===== config.mk =====
export PLATFORM = sky130hd
export DESIGN_NAME = key_expander
export DESIGN_NICKNAME = d
export VERILOG_FILES = /design/src/rtl/key_expander.sv
export SDC_FILE = /design/constraint.sdc
export NUM_CORES = 2
export LEC_CHECK = 0
export BUFFER_PORTS_ARGS = -buffer_cell sky130_fd_sc_hd__buf_4
export CAP_MARGIN = 20
export CORE_AREA = 2 2 590 592
export CTS_CLUSTER_SIZE = 8
export DETAILED_ROUTE_END_ITERATION = 12
export DIE_AREA = 0 0 592 594
export GPL_TIMING_DRIVEN = 0
export PLACE_DENSITY = 0.49
export REMOVE_ABC_BUFFERS = 1
export SLEW_MARGIN = 20
export SYNTH_ARGS = -nofsm -noshare
export SYNTH_HDL_FRONTEND = slang
export SYNTH_SLANG_ARGS = --single-unit

===== constraint.sdc =====
create_clock -name clk -period 6.05 [get_ports clk]
set_input_delay 1.21 -clock clk [delete_from_list [all_inputs] [get_ports clk]]
set_output_delay 1.21 -clock clk [all_outputs]
set_load 0.1 [all_outputs]

===== src/rtl/key_expander.sv =====
`default_nettype none
// +--------------------------------------------------------------------------+
// | key_expander: expands a master key into ROUNDS round keys over PASSES     |
// | passes of an external block-cipher engine on AXI-stream. Rev 1.0 initial. |
// +--------------------------------------------------------------------------+
module key_expander #(
  parameter  int BLOCK_W = 64,
  parameter  int ROUNDS  = 32,
  parameter  int PASSES  = 2,
  localparam int RK_W    = 3 * BLOCK_W / 4,
  localparam int AW      = $clog2(ROUNDS)
) (
  input  logic                      clk,
  input  logic                      rst,
  input  logic [PASSES*BLOCK_W-1:0] key,
  input  logic                      key_load,
  output logic [BLOCK_W-1:0]        m_axis_tdata,
  output logic                      m_axis_tvalid,
  input  logic                      m_axis_tready,
  input  logic [BLOCK_W-1:0]        s_axis_tdata,
  input  logic                      s_axis_tvalid,
  output logic                      s_axis_tready,
  input  logic [AW-1:0]             rk_addr,
  output logic [RK_W-1:0]           rk_data,
  output logic                      key_ready,
  output logic                      busy
);

  localparam int              PW        = (PASSES > 1) ? $clog2(PASSES) : 1;
  localparam int              KW        = PASSES * BLOCK_W;
  localparam logic [AW-1:0]   CNT_LAST  = AW'(ROUNDS - 1);
  localparam logic [PW-1:0]   PASS_LAST = PW'(PASSES - 1);

  typedef enum logic [1:0] {
    IDLE = 2'd0,
    SEND = 2'd1,
    WAIT = 2'd2,
    DONE = 2'd3
  } state_t;

  state_t             state_q, state_d;
  logic [KW-1:0]      key_q, key_d;
  logic [BLOCK_W-1:0] block_q, block_d;
  logic [AW-1:0]      cnt_q, cnt_d;
  logic [PW-1:0]      pass_q, pass_d;
  logic [RK_W-1:0]    k_q [ROUNDS];
  logic [RK_W-1:0]    k_d [ROUNDS];
  logic [RK_W-1:0]    rk_data_q, rk_data_d;
  logic               m_valid_q, m_valid_d;
  logic               s_ready_q, s_ready_d;
  logic               key_ready_q, key_ready_d;
  logic               busy_q, busy_d;
  logic [RK_W-1:0]    rk_new;
  logic [BLOCK_W-1:0] next_chunk;

  assign rk_new = {s_axis_tdata[BLOCK_W/4-1:0], s_axis_tdata[BLOCK_W-1:BLOCK_W/2]};

  // Seed block for the following pass: the next-lower BLOCK_W slice of key_q.
  always_comb begin
    next_chunk = '0;
    if (pass_q != PASS_LAST) begin
      next_chunk = key_q[(PASSES - 2 - int'(pass_q)) * BLOCK_W +: BLOCK_W];
    end
  end

  always_comb begin
    state_d = state_q;
    key_d   = key_q;
    block_d = block_q;
    cnt_d   = cnt_q;
    pass_d  = pass_q;
    k_d     = k_q;

    case (state_q)
      SEND: begin
        if (m_axis_tready) state_d = WAIT;
      end
      WAIT: begin
        if (s_axis_tvalid) begin
          k_d[cnt_q] = (pass_q == '0) ? rk_new : (k_q[cnt_q] ^ rk_new);
          block_d    = s_axis_tdata;
          if (cnt_q != CNT_LAST) begin
            cnt_d   = cnt_q + 1'b1;
            state_d = SEND;
          end else if (pass_q != PASS_LAST) begin
            pass_d  = pass_q + 1'b1;
            cnt_d   = '0;
            block_d = next_chunk;
            state_d = SEND;
          end else begin
            state_d = DONE;
          end
        end
      end
      default: ;
    endcase

    // A load wins over everything, including a result beat accepted this cycle.
    if (key_load) begin
      key_d   = key;
      block_d = key[KW-1 -: BLOCK_W];
      pass_d  = '0;
      cnt_d   = '0;
      k_d     = k_q;
      state_d = SEND;
    end

    m_valid_d   = (state_d == SEND);
    s_ready_d   = (state_d == WAIT);
    busy_d      = (state_d == SEND) || (state_d == WAIT);
    key_ready_d = (state_d == DONE);
    rk_data_d   = (int'(rk_addr) < ROUNDS) ? k_q[rk_addr] : '0;
  end

  always_ff @(posedge clk or negedge rst) begin
    if (!rst) begin
      state_q     <= IDLE;
      key_q       <= '0;
      block_q     <= '0;
      cnt_q       <= '0;
      pass_q      <= '0;
      for (int i = 0; i < ROUNDS; i++) k_q[i] <= '0;
      rk_data_q   <= '0;
      m_valid_q   <= 1'b0;
      s_ready_q   <= 1'b0;
      key_ready_q <= 1'b0;
      busy_q      <= 1'b0;
    end else begin
      state_q     <= state_d;
      key_q       <= key_d;
      block_q     <= block_d;
      cnt_q       <= cnt_d;
      pass_q      <= pass_d;
      k_q         <= k_d;
      rk_data_q   <= rk_data_d;
      m_valid_q   <= m_valid_d;
      s_ready_q   <= s_ready_d;
      key_ready_q <= key_ready_d;
      busy_q      <= busy_d;
    end
  end

  assign m_axis_tdata  = block_q;
  assign m_axis_tvalid = m_valid_q;
  assign s_axis_tready = s_ready_q;
  assign rk_data       = rk_data_q;
  assign key_ready     = key_ready_q;
  assign busy          = busy_q;

endmodule
`default_nettype wire


==> results.sh <==
export IMPL_wl_per_cell_um=25.5
export IMPL_status="complete, no violations"
export IMPL_cts_resized=0
export IMPL_worst_endpoint_arrival_ns=5.37
export IMPL_fin_total_pwr_mw=28.8
export IMPL_path_class="register to register"
export IMPL_avgViaCountPerCell=5.14
export IMPL_p_sw_mw=7.74
export IMPL_nets=8232
export IMPL_finalWirelength_um=323000
export IMPL_cts_buffers=263
export IMPL_finalHoldViolCount=0
export IMPL_die_x_um=592
export IMPL_finalMaxSlewViolations=0
export IMPL_cp_max_fo=36
export IMPL_clock_path_buffers=4
export IMPL_setup_viol=0
export IMPL_antenna_left=0
export IMPL_cap_violations=0
export IMPL_first_pass_iters=5
export IMPL_worstSkewPairLatency_ns=0.89
export IMPL_hold_buffers=0
export IMPL_p_clk_frac=0.475
export IMPL_grt_pass1_wl_um=464000
export IMPL_gp_congestion=0.737
export IMPL_max_freq_mhz=215
export IMPL_vdd_ir_drop_worst_uv=228
export IMPL_cp_data_required_time_ns=6.76
export IMPL_finalCritPeriodShare=0.769
export IMPL_period_needed_ns=4.65
export IMPL_globalRoute_totalOverflow=0
export IMPL_placed_cell_area_um2=96900
export IMPL_postSynthAreaPerCell_um2=10.8
export IMPL_p_seq_frac=0.417
export IMPL_skew_ns=0.0522
export IMPL_p_sw_frac=0.268
export IMPL_p_leak_nw=42.1
export IMPL_start_kind="register"
export IMPL_endpoint_kind="register"
export IMPL_final_cell_mix="dfrtp_1 (1721), nand2_1 (1602), o21ai_0 (1490)"
export IMPL_postCtsSetupBuffers=0
export IMPL_multiInputGateArea_um2=40200
export IMPL_rows=216
export IMPL_tritoncts="yes"
export IMPL_clk_pin_slew_ns=0.05
export IMPL_via_count=65100
export IMPL_core_um2=345000
export IMPL_relSlewSlack=0.254
export IMPL_worstMarginPinSlew_ns=1.12
export IMPL_ioPinCount=318
export IMPL_nFillCells=34864
export IMPL_ys_warn_count=0
export IMPL_synth_cells=7971
export IMPL_seq_area_frac_synth=0.502
export IMPL_seqCellArea_um2=43200
export IMPL_power_density_nw_per_um2=276
export IMPL_stdcell_area_um2=104000
export IMPL_synth_area_um2=85900
export IMPL_cts_max_level=5
export IMPL_dp_hpwl_um=205000
export IMPL_die_y_um=594
export IMPL_final_common_cell="dfrtp_1"
export IMPL_tns_ns=0
export IMPL_cts_sinks=1724
export IMPL_grt_max_degree=142
export IMPL_grt_total_usage=0.180
export IMPL_start_util=0.249
export IMPL_syn_to_final_growth_pct=21.5
export IMPL_io_buffer_count=317
export IMPL_power_frac_comb=0.109
export IMPL_rsz0062_at_grt="false"
export IMPL_hp_class="input pin to async pin"
export IMPL_first_global_vias=64530
export IMPL_synth_distinct_cells=34
export IMPL_final_layout_size_suffix_gt1_frac=0.198
export IMPL_die_area_um2=352000
export IMPL_route_detailed_drc=0
export IMPL_cts_root_buf="clkbuf_16"
export IMPL_internal_power_mw=21.1
export IMPL_first_iter_violations=6221
export IMPL_synth_seq_cells=1724
export IMPL_antenna_found_initial=9
## layer usage
metal	vias to the layer above	routed length, um	track usage
li1	28689	-	-
met1	32938	141000	0.252
met2	2789	142000	0.272
met3	682	26800	0.0386
met4	2	12900	0.0662
met5	-	13	0
## per-stage QoR
stage	hold WS [ns]	setup slack, ns	std cells	util
after detailed placement	0.488	1.42	12333	0.281
after floorplan	0.465	-21.95	7169	-
final	0.187	1.40	12671	0.302
after global routing	0.179	1.20	12666	0.302
after CTS	0.156	1.38	12660	0.302
after global placement	0.478	-36.98	12064	0.263
## Yosys cell counts, drive strengths merged
cell type,count,area [um2]
or4,97,728
nand2b,1,6.26
nor2,78,293
o22ai,384,2400
mux2,112,1260
and3,1,6.26
mux4,480,10800
a22oi,1,7.51
and3b,2,17.5
nand4bb,6,67.6
a31oi,1,6.26
mux2i,833,8340
nand4,1,6.26
o21ai,1651,8260
a211oi,1,7.51
nor3,4,20.0
nand2,1631,6120
buf,230,1110
ha,10,125
nand3,6,30.0
nand4b,4,35.0
xor2,48,420
dfrtp,1724,43100
inv,10,37.5
nor3b,6,45.0
a21oi,72,360
or4b,4,40.0
clkbuf,572,2150
a21o,1,7.51
## final cells by class
cell class / instances / area share
sequential: 1724 / 0.414
multi-input combinational: 5435 / 0.386
timing repair buffer: 586 / 0.0742
clock buffer: 290 / 0.0659
tap: 4578 / 0.0549
clock inverter: 37 / 0.00468
inverter: 10 / 0.000360
antenna: 11 / 0.000264
## logic make-up after synthesis
logic type | count (synthesis) | synth area share
AOI/OAI and AO/OA | 2111 | 0.129
xor gates and xnor gates | 48 | 0.00490
adders and majority gates | 10 | 0.00146
buffers and inverters | 812 | 0.0384
DFF | 1724 | 0.502
muxes | 1425 | 0.238
and+or+nand+nor | 1841 | 0.0864
## critical path, cell delays in order (launching register included)
cell	delay (ns)
dfrtp_4	0.80
buf_16	0.33
buf_16	0.29
buf_16	0.30
buf_16	0.27
buf_16	0.28
mux2i_1	0.24
o22ai_1	0.10
or4_1	0.55
o21ai_1	0.22
xor2_2	0.61
buf_6	0.24
o21ai_0	0.10
## registers in the layout, summed over array words and instances (netlist names), 2 cells and up
name and flops:
cnt_q 5, k_q 1536, key_q 64, m_axis_tdata 64, rk_data 48, state_q 2
## power by group through the flow
| stage | combinational [mW] | sequential, mW | clock (mW) |
|---|---|---|---|
| floorplan | 2.52 | 12.9 | 0 |
| global placement | 4.33 | 12.4 | 0 |
| detailed placement | 3.15 | 12.2 | 0 |
| CTS | 3.16 | 12.0 | 14.1 |
| global route | 3.36 | 12.0 | 14.5 |
| finish | 3.13 | 12.0 | 13.7 |
## path summary, 6_finish.rpt
check / cells after the start / slack (ns) / from / end
setup / recovery: 12 / 1.40 / cnt_q[0] / k_q[955]
hold / removal: 1 / 0.19 / rst / m_axis_tdata[38]
setup reg to reg: 12 / 1.40 / cnt_q[0] / k_q[955]
hold reg to reg: 2 / 0.50 / k_q[135] / k_q[135]
max in group asynchronous: 6 / 2.69 / rst / k_q[1075]
min in group clk: 2 / 0.50 / k_q[135] / k_q[135]
Power figures use the tool's default switching activity.
